===== src/rtl/tetris_pkg.sv =====
// Shared tetromino definitions: piece codes, type count, reserved "no piece" code.
// Pure declarations, no latency.
// No flow control here; users decide how codes move.
package tetris_pkg;

  typedef enum logic [2:0] {
    I = 3'd0,
    O = 3'd1,
    T = 3'd2,
    S = 3'd3,
    Z = 3'd4,
    J = 3'd5,
    L = 3'd6
  } piece_t;

  localparam int         NUM_PIECE_TYPES = 7;
  localparam logic [2:0] PIECE_NONE      = 3'b111;
  localparam logic [6:0] BAG_FULL        = 7'h7F;

  // Raw 3-bit random value to scan start index; the reserved code folds onto piece 0.
  function automatic logic [2:0] start_index(input logic [2:0] r);
    return (r == PIECE_NONE) ? 3'd0 : r;
  endfunction

endpackage


===== src/rtl/lfsr.sv =====
// 15-bit Fibonacci LFSR (x^15 + x^14 + 1), exposes its low 3 bits as a random value.
// Advances on every clock edge; value reflects the current register state.
// No backpressure: free-running, the consumer samples whenever it needs a value.
module lfsr #(
  parameter logic [14:0] SEED = 15'h6A5
) (
  input  logic       clk,
  input  logic       nreset,
  output logic [2:0] rnd
);

  logic [14:0] state;

  assign rnd = state[2:0];

  // Shift left, feeding back the XOR of the two top taps.
  always_ff @(posedge clk or negedge nreset) begin
    if (!nreset) begin
      state <= SEED;
    end else begin
      state <= {state[13:0], state[14] ^ state[13]};
    end
  end

endmodule


===== src/rtl/piecebag.sv =====
// Tetromino stream generator with preview queue of PREVIEW_DEPTH+1 entries;
// optional 7-bag randomiser under macro PIECEBAG_BAG_EN (else plain random).
// Push visible one edge later; pop-to-next-head is 0 cycles; take ignored when empty.
module piecebag
  import tetris_pkg::*;
#(
  parameter int          PREVIEW_DEPTH = 3,
  parameter logic [14:0] SEED          = 15'h6A5
) (
  input  logic                         clk,
  input  logic                         nreset,
  input  logic                         take,
  output logic                         valid,
  output logic [2:0]                   piece,
  output logic [PREVIEW_DEPTH*3-1:0]   preview,
  output logic [PREVIEW_DEPTH-1:0]     preview_valid
);

  localparam int D  = PREVIEW_DEPTH + 1;
  localparam int AW = $clog2(D);

  logic [2:0]    rnd;
  logic [2:0]    start;
  piece_t        sel;

  // Queue kept as a head-aligned shift register with a thermometer valid mask,
  // so every output is a flop and vacated slots are zeroed.
  logic [2:0]    q      [D];
  logic [2:0]    q_nxt  [D];
  logic [D-1:0]  qv;
  logic [D-1:0]  qv_nxt;
  logic [AW-1:0] wr;
  logic          pop;
  logic          push;

  lfsr #(.SEED(SEED)) u_lfsr (
    .clk    (clk),
    .nreset (nreset),
    .rnd    (rnd)
  );

  assign start = start_index(rnd);
  assign pop   = take & qv[0];
  // When full a slot only frees up through a same-cycle pop.
  assign push  = ~qv[D-1] | pop;

`ifdef PIECEBAG_BAG_EN
  logic [6:0] used;
  logic [6:0] used_nxt;
  logic [3:0] sum;
  logic [2:0] cand;
  logic       found;

  // Pick the first piece not yet dealt in this bag, scanning upward from start.
  always_comb begin
    sel   = piece_t'(start);
    found = 1'b0;
    sum   = '0;
    cand  = '0;
    for (int k = 0; k < NUM_PIECE_TYPES; k++) begin
      sum  = {1'b0, start} + 4'(k);
      cand = (sum >= 4'd7) ? 3'(sum - 4'd7) : sum[2:0];
      if (!found && !used[cand]) begin
        sel   = piece_t'(cand);
        found = 1'b1;
      end
    end
    used_nxt = used | (7'b1 << sel);
    if (used_nxt == BAG_FULL) begin
      used_nxt = '0;
    end
  end

  // Bag mask tracks pieces already dealt; it clears as the last one is dealt.
  always_ff @(posedge clk or negedge nreset) begin
    if (!nreset) begin
      used <= '0;
    end else if (push) begin
      used <= used_nxt;
    end
  end
`else
  assign sel = piece_t'(start);
`endif

  // Next queue state: shift on pop, then append at the first free slot.
  always_comb begin
    q_nxt  = q;
    qv_nxt = qv;
    wr     = '0;
    if (pop) begin
      for (int i = 0; i < D-1; i++) begin
        q_nxt[i] = q[i+1];
      end
      q_nxt[D-1] = '0;
      qv_nxt     = {1'b0, qv[D-1:1]};
    end
    for (int i = D-1; i >= 0; i--) begin
      if (!qv_nxt[i]) begin
        wr = AW'(i);
      end
    end
    if (push) begin
      q_nxt[wr]  = sel;
      qv_nxt[wr] = 1'b1;
    end
  end

  // Queue storage.
  always_ff @(posedge clk or negedge nreset) begin
    if (!nreset) begin
      qv <= '0;
      q  <= '{default: '0};
    end else begin
      qv <= qv_nxt;
      q  <= q_nxt;
    end
  end

  assign valid         = qv[0];
  assign piece         = q[0];
  assign preview_valid = qv[D-1:1];

  for (genvar i = 0; i < PREVIEW_DEPTH; i++) begin : g_preview
    assign preview[3*i +: 3] = q[i+1];
  end

endmodule


===== config.mk =====
export PLATFORM = sky130hd
export DESIGN_NAME = piecebag
export DESIGN_NICKNAME = d
export VERILOG_FILES = /design/src/rtl/tetris_pkg.sv /design/src/rtl/lfsr.sv /design/src/rtl/piecebag.sv
export SDC_FILE = /design/constraint.sdc
export NUM_CORES = 1
export LEC_CHECK = 0
export CORE_ASPECT_RATIO = 0.6
export CORE_MARGIN = 10
export CORE_UTILIZATION = 49
export DETAILED_ROUTE_END_ITERATION = 12
export PLACE_DENSITY = 0.74
export REMOVE_ABC_BUFFERS = 1
export SLEW_MARGIN = 20
export SYNTH_ARGS = -nofsm -noshare
export SYNTH_HDL_FRONTEND = slang
export SYNTH_SLANG_ARGS = --single-unit

===== constraint.sdc =====
create_clock -name clk -period 3.5 [get_ports clk]
set_input_delay 0.35 -clock clk [delete_from_list [all_inputs] [get_ports clk]]
set_output_delay 0.35 -clock clk [all_outputs]
set_load 0.02 [all_outputs]

# Word-level counts from Yosys, hierarchy flattened
# Cells that the tools add are included.
# totals
rom_bits	0
word_cells	33
in_bits	3
mem_count	0
out_inout_bits	16
latchBits	0
register_bits	31
ramBits	0
# classes
n_addsub	0
n_mul	0
n_lt_le_gt_ge	4
muxes	14
n_bitwise	6
eq_ne	1
n_shift	0
n_div	0
n_reduce_logical	2
# ops
cell	count
two-way mux 12 bit	2
bitwise mux 12 bit	1
two-way mux 2 bit	4
two-way mux 4 bit	2
demux 3 bit (select 2 bit)	1
two-way mux 3 bit	2
OR 4 bit	1
equality test 3 bit (second input constant)	1
>= comparator 3 bit (second input constant)	1
< comparator 2 x 3 -> 1 bit (second input constant)	1
< comparator 3 x 1 -> 1 bit (second input constant)	1
inverter 2 -> 3 bit	1
demux 1 bit (select 2 bit)	1
>= comparator 2 x 1 -> 1 bit (second input constant)	1
logical AND 1 bit	2
bitwise AND 1 bit	1
two-way mux 1 bit	1
inverter 1 bit	1
OR 1 bit	1
XOR 1 bit	1

# Longest topological paths before layout
# Gate-level depths: netlist of run 1.
# logic_depth
depth_word	13
ltp_mapped	5
mapped_depth_nobuf	3

# Modules after synthesis
# Synthesis of run 1 repeated with hierarchy kept, for this count alone.
# hier_totals
cells_unflattened	87
hier_area_um2	1241.2
# by_module_without_submodules
module	seq_area_each_um2	area_per_inst_um2	cells_per_inst	instances
piecebag	400.4	827.0	68	1
lfsr	382.9	414.1	19	1

# Worst setup path before layout of run 1
# No wires, ideal clock.
# synth_path
kind	reg-to-reg
start	register qv[0]
end	register q, in the netlist preview[6]
setup_time_ns	0.079
stages_incl_launch_ff	5
required_time_ns	3.421
period_less_slack_ns	1.350
arrival_time_ns	1.270
slack_ns	2.150
path_cell_list	dfrtp_1 -> clkbuf_2 -> nand2_1 -> nor3b_2 -> mux2i_1
# synth_rtl
item	line_no	rtl
from (decl)	piecebag.sv:30	logic [D-1:0] qv;
from (signal assigned)	piecebag.sv:115	qv <= qv_nxt;
to (signal assigned)	piecebag.sv:116	q <= q_nxt;
to (decl)	piecebag.sv:28	logic [2:0] q [D];

# Worst setup path in the final report of run 1
# layout_path
start	register qv[3]
end	output port preview_valid[2]
# layout_rtl
item	line_no	rtl
to (decl)	piecebag.sv:16	output logic [PREVIEW_DEPTH-1:0] preview_valid
# No word-level cell between the ends.

==> metrics.yaml, run 1 <==
setup_path:
  ff2ff_setup_slack_ps: 2090
  reg2reg_to: "preview[8]"
  crit_path_end_kind: "output pin"
  cp_top_family: "buffers and inverters"
  worstPathRequired_ps: 3150
  crit_fanout: 9
  slowest_delay_ps: 670
  r2r_cells: 3
  slowest_stage: "clkdlybuf4s50_1"
  crit_arrival_ps: 1430
  crit_path_cell_trace: "clkdlybuf4s50_1"
  start_kind: "flop"
  crit_type: "flop to output pin"
  critical_path_buf_inv_count: 1
  r2r_start: "qv[3]"
placed_design:
  port_buffers: 18
  hpwl_mm: 1.56
  dp_cells: 128
  dpl_worst_slack_ps: 1600
  gp_congestion: 0.753
die:
  dieHeight_microns: 58.2
  die_x_microns: 83.6
  core_sq_mm: 0.00223
  rows: 13
  io_pins: 19
  start_util_pct: 53.3
  dieArea_sq_mm: 0.00486
global_route:
  grt_pass1_vias: 768
  grtUsageMet1_pct: 11.9
  busiest_layer: "met2"
  grt_overflow: 0
  grt_max_degree: 32
  grt_pass1_wl_mm: 3.72
  grt.met3_usage_pct: 4.60
  antenna_found_initial: 0
  use_met2_pct: 14.1
  grt_use_total_pct: 9.59
detailed_routing:
  first_pass_iters: 4
  num_vias: 690
  wl_mm: 2.20
  postRouteAntennaNets: 0
  drc_errors: 0
  vias_per_cell: 5.07
  routedWlPerCell_microns: 16.2
  dr.first_iter.drc_count: 32
finish:
  drive_above_1_share_pct: 16.0
  seq_area_sq_um: 783
  multi_input_area_sq_um: 382
  syn_to_final_growth_pct: 23.8
  antennaDiodeCount: 0
  final_cells: 136
  fin_nets: 108
  utilization_pct: 66.0
  fill_cells: 156
sta:
  maxSlewHeadroom_pct: 56.0
  fin_crit_sh_pct: 50.9
  tns_ps: 0
  clock_skew_ps: 1.41
  fmax_mhz: 561
  tightest_slew_ps: 653
  hold_viol: 0
  min_period_ps: 1780
  finalSetupViolations: 0
  rsz0062_at_grt: "false"
  finalMaxSlewViolations: 0
  finalWorstSetupSlack_ps: 1720
clocking:
  clockRootBuffer: "clkbuf_8"
  clk_latency_ps: 270
  cts-resized-gates: 0
  tritoncts: "yes"
  numCtsBuffers: 5
  clock-sinks: 31
  clk_pin_slew_ps: 60
  post_cts_buffers: 0
  holdBufCountCts: 0
  cts_buffer_depth: 2
  h-tree-depth: 2
logic_synthesis:
  synth-seq-cells: 31
  synthesis.area_sq_mm: 0.00119
  yosysWarnings: 0
  ys_seq_area_share_pct: 65.9
  avgSynthCellArea_sq_um: 14.5
  netlist_instances: 82
  synth_cell_types: 19
worst_hold_path:
  min_path_type: "flop to flop"
  worstHoldPathCells: 0
  worstHoldStart: "u_lfsr.state[6]"
  hold_end: "u_lfsr.state[7]"
flow_run:
  maxCapViolations: 0
power_and_ir_drop:
  worst_ir_drop_vdd_mv: 0.364
  power_density_mw_per_mm2: 541
  power_mw: 0.796
  p_leak_nw: 0.685
outcome:
  status: "finished clean"
==> worst max-delay path by stage <==
| stage | cells after the start | to | from | slack, ps |
|---|---|---|---|---|
| 2_1_floorplan | 3 | preview[6] | qv[3] | 2180 |
| 3_3_place_gp | 4 | preview[7] | take | 1620 |
| 3_5_place_dp | 4 | preview[8] | take | 1600 |
| 4_1_cts | 1 | preview_valid[2] | qv[3] | 1710 |
| 5_1_grt | 1 | preview_valid[2] | qv[3] | 1660 |
| 6_report | 1 | preview_valid[2] | qv[3] | 1720 |
==> where the power goes <==
group	switching, mW	leakage (nW)	total (mW)	internal [mW]
Sequential	0.0219	0.396	0.393	0.371
Clock	0.115	0.0422	0.254	0.139
Combinational	0.0762	0.247	0.150	0.0739
Total	0.213	0.685	0.796	0.584
==> per-stage QoR <==
step / area [sq um] / hold WS, ps
after floorplan: 1160 / 54.4
after global placement: 1390 / 335
after detailed placement: 1390 / 339
after CTS: 1470 / 353
after global routing: 1470 / 359
final: 1470 / 352
==> layout make-up <==
class,count,area share [%]
Timing Repair Buffer,19,12.8
Clock buffer,7,5.19
Multi-Input combinational cell,48,25.9
Sequential cell,31,53.2
Tap cell,30,2.55
Clock inverter,1,0.340
==> logic make-up after synthesis <==
family	after synthesis	share of synthesized area, %
DFF	31	65.9
muxes	21	17.7
xor gates and xnor gates	3	2.21
AOI/OAI and AO/OA	5	3.37
buffers and inverters	3	2.00
and+or+nand+nor	19	8.84
==> synthesized netlist by cell type <==
cell | n | area, sq um
a211o_1 | 1 | 8.76
a21o_1 | 1 | 7.51
a31o_2 | 1 | 8.76
and3_1 | 1 | 6.26
buf_4 | 1 | 7.51
buf_6 | 1 | 11.3
clkbuf_2 | 1 | 5.00
dfrtp_1 | 25 | 626
dfstp_2 | 6 | 158
mux2i_1 | 21 | 210
nand2_1 | 10 | 37.5
nand2_2 | 1 | 6.26
nand2b_1 | 4 | 25.0
nand3b_1 | 1 | 7.51
nor3_2 | 1 | 10.0
nor3b_2 | 1 | 12.5
o21ai_0 | 1 | 5.00
o32a_1 | 1 | 10.0
xor2_1 | 3 | 26.3
==> state kept, by name, summed over array words and instances, names as in the netlist <==
| register | cells |
|---|---|
| preview | 9 |
| qv | 4 |
| piece | 3 |
| u_lfsr.state | 15 |
==> routing by layer <==
layer	vias up	part of all wire (%)
met5	-	0
li1	323	-
met1	343	50
met4	0	0.36
met2	22	42
met3	2	8.2
==> cell usage in the layout, fill, tap and decap left out <==
cell             count
nor3_2               1
clkbuf_8             5
nand2_1             10
clkdlybuf4s50_1     18
clkbuf_1             2
dfrtp_1             25
buf_4                1
a31o_2               1
and3_1               1
clkinv_2             1
dfstp_2              6
a211o_1              1
nand2_2              1
xor2_1               3
nand3b_1             1
o21ai_0              1
nor3b_2              1
nand2b_1             4
mux2i_1             21
a21o_1               1
o32a_1               1
(Power assumes the default switching activity.)
==> run 2: changes to the inputs <==
Settings changed: CORE_UTILIZATION 49 to 46, PLACE_DENSITY 0.74 to 0.73.
Clock period 3.5 ns to 1.6 ns, I/O delays scaled along.
==> metrics.yaml, run 2 (synthesis gave the netlist of run 1 again) <==
outcome:
  status: "finished clean"
finish:
  syn_to_final_growth_pct: 27.9
  final_common_cell: "dfrtp_1"
  largest_reg_flops: 15  # unchanged
  multi_input_area_sq_um: 382  # unchanged
  fill_cells: 200  # +28%
  drive_above_1_share_pct: 20.2  # +4.1 points
  utilization_pct: 61.1  # -4.9 points
  seq_area_sq_um: 783  # unchanged
  layout_common_cells: "25 x dfrtp_1, 21 x mux2i_1, 16 x clkdlybuf4s50_1, 10 x nand2_1, 7 x clkbuf_8"
  antennaDiodeCount: 0  # unchanged
  regMostFlops: "u_lfsr.state"
  fin_nets: 111  # +2.8%
sta:
  fmax_mhz: 667
  hold_viol: 0  # unchanged
  fin_crit_sh_pct: 93.6
  min_period_ps: 1500
  rsz0062_at_grt: "false"
  finalSetupViolations: 0  # unchanged
  finalWorstSetupSlack_ps: 102  # -1620 ps
  tightest_slew_ps: 795  # +142 ps
  finalMaxSlewViolations: 0  # unchanged
  maxSlewHeadroom_pct: 46.4  # -9.5 points
  clock_skew_ps: 8.58  # +7.17 ps
  whs_ps: 262  # -90.7 ps
clocking:
  clk_pin_slew_ps: 70  # about the same
  cts_buffer_depth: 2  # unchanged
  tritoncts: "yes"
  clk_latency_ps: 280  # about the same
  h-tree-depth: 2  # unchanged
  clockRootBuffer: "clkbuf_8"
  numCtsBuffers: 5  # unchanged
  clock-sinks: 31  # unchanged
  post_cts_buffers: 0  # unchanged
placed_design:
  gp_congestion: 0.729  # -3.2%
  dpl_worst_slack_ps: -33.4  # -1630 ps
  port_buffers: 18  # unchanged
  hpwl_mm: 1.57  # +0.80%
setup_path:
  reg2reg_to: "piece[1]"
  cp_top_family: "buffers and inverters"
  r2r_cells: 2  # -1
  critical_path_buf_inv_count: 1  # unchanged
  crit_path_cell_trace: "clkdlybuf4s50_1"
  crit_path_end_kind: "output pin"
  ff2ff_setup_slack_ps: 100  # -1990 ps
  worstPathRequired_ps: 1440  # -1710 ps
  crit_arrival_ps: 1340  # -90 ps
  slowest_delay_ps: 640  # -30 ps
  crit_type: "flop to output pin"
  slowest_stage: "clkdlybuf4s50_1"
  r2r_start: "qv[3]"
  start_kind: "flop"
  crit_fanout: 5  # -4
power_and_ir_drop:
  internal_power_mw: 1.37  # +140%
  pwr-share-clk_pct: 35.6  # +3.7 points
  power_density_mw_per_mm2: 1230  # +130%
  p_leak_nw: 0.709  # +3.5%
  worst_ir_drop_vdd_mv: 0.647  # +78%
  netSwitchingPower_mw: 0.501  # +140%
  netSwitchingFraction_pct: 26.7  # about the same
  power_mw: 1.87  # +140%
  comb_power_share_pct: 18.5  # -0.3 points
  power_frac_seq_pct: 45.9  # -3.4 points
die:
  rows: 14  # +1
  start_util_pct: 47.8  # -5.6 points
  dieArea_sq_mm: 0.00508  # +4.6%
  io_pins: 19  # unchanged
  dieHeight_microns: 59.4  # +2.1%
  core_sq_mm: 0.00249  # +12%
  die_x_microns: 85.6  # +2.4%
detailed_routing:
  drc_errors: 0  # unchanged
  dr.first_iter.drc_count: 30  # -6.3%
  num_vias: 706  # +2.3%
  postRouteAntennaNets: 0  # unchanged
  routedWlPerCell_microns: 15.9  # -2.1%
  vias_per_cell: 5.01  # -1.3%
  wl_mm: 2.24  # +1.5%
  first_pass_iters: 4  # unchanged
flow_run:
  maxCapViolations: 0  # unchanged
global_route:
  grt_use_total_pct: 9.26  # -0.33 points
  grt_max_degree: 32  # unchanged
  grt_overflow: 0  # unchanged
  grt_pass1_vias: 731  # -4.8%
  antenna_found_initial: 0  # unchanged
  grt_pass1_wl_mm: 3.64  # -2.2%
worst_hold_path:
  min_path_type: "input pin to async pin"
==> run 2: power groups by stage <==
stage	sequential [mW]	clock (mW)	combinational, mW
3_5_place_dp	0.873	0	0.357
2_1_floorplan	0.895	0	0.187
3_3_place_gp	0.869	0	0.349
6_report	0.861	0.667	0.346
4_1_cts	0.859	0.681	0.349
5_1_grt	0.866	0.714	0.367
==> run 2: stage by stage <==
step	instances	cell area (sq um)	TNS, ps
after global routing	141	1520	0
after detailed placement	133	1420	-53.6
after floorplan	79	1160	0
after global placement	133	1420	0
final	141	1520	0
after CTS	141	1520	0
==> run 2: worst max path at each step <==
| stage | startpoint | endpoint | cells past startpoint |
|---|---|---|---|
| CTS | qv[0] | valid | 1 |
| floorplan | qv[3] | preview[6] | 3 |
| detailed placement | take | preview[5] | 4 |
| global route | qv[3] | piece[2] | 2 |
| finish | qv[2] | preview_valid[1] | 1 |
| global placement | take | preview[8] | 5 |
==> run 2: final cells by class <==
class                      instances  share of cell area (%)
multi-input combinational         48                    25.1
sequential                        31                    51.5
clock buffer                       7                    6.34
timing repair buffer              22                    13.9
tap                               32                    2.63
clock inverter                     1                   0.494
==> run 2: timing repair <==
action                                  in CTS  in global routing
hold buffers                                 0                  0
endpoints found under the setup margin       1                  1
pin swaps                                    0                  0
gates cloned                                 0                  0
gates resized for setup                      1                  1
==> run 2: layer usage <==
metal	GRT usage, %	up-vias	share of wire (%)
met5	0	-	0
met4	4.21	0	0.40
met3	5.63	2	7.1
met2	12.3	22	42
met1	11.5	349	51
li1	-	333	-
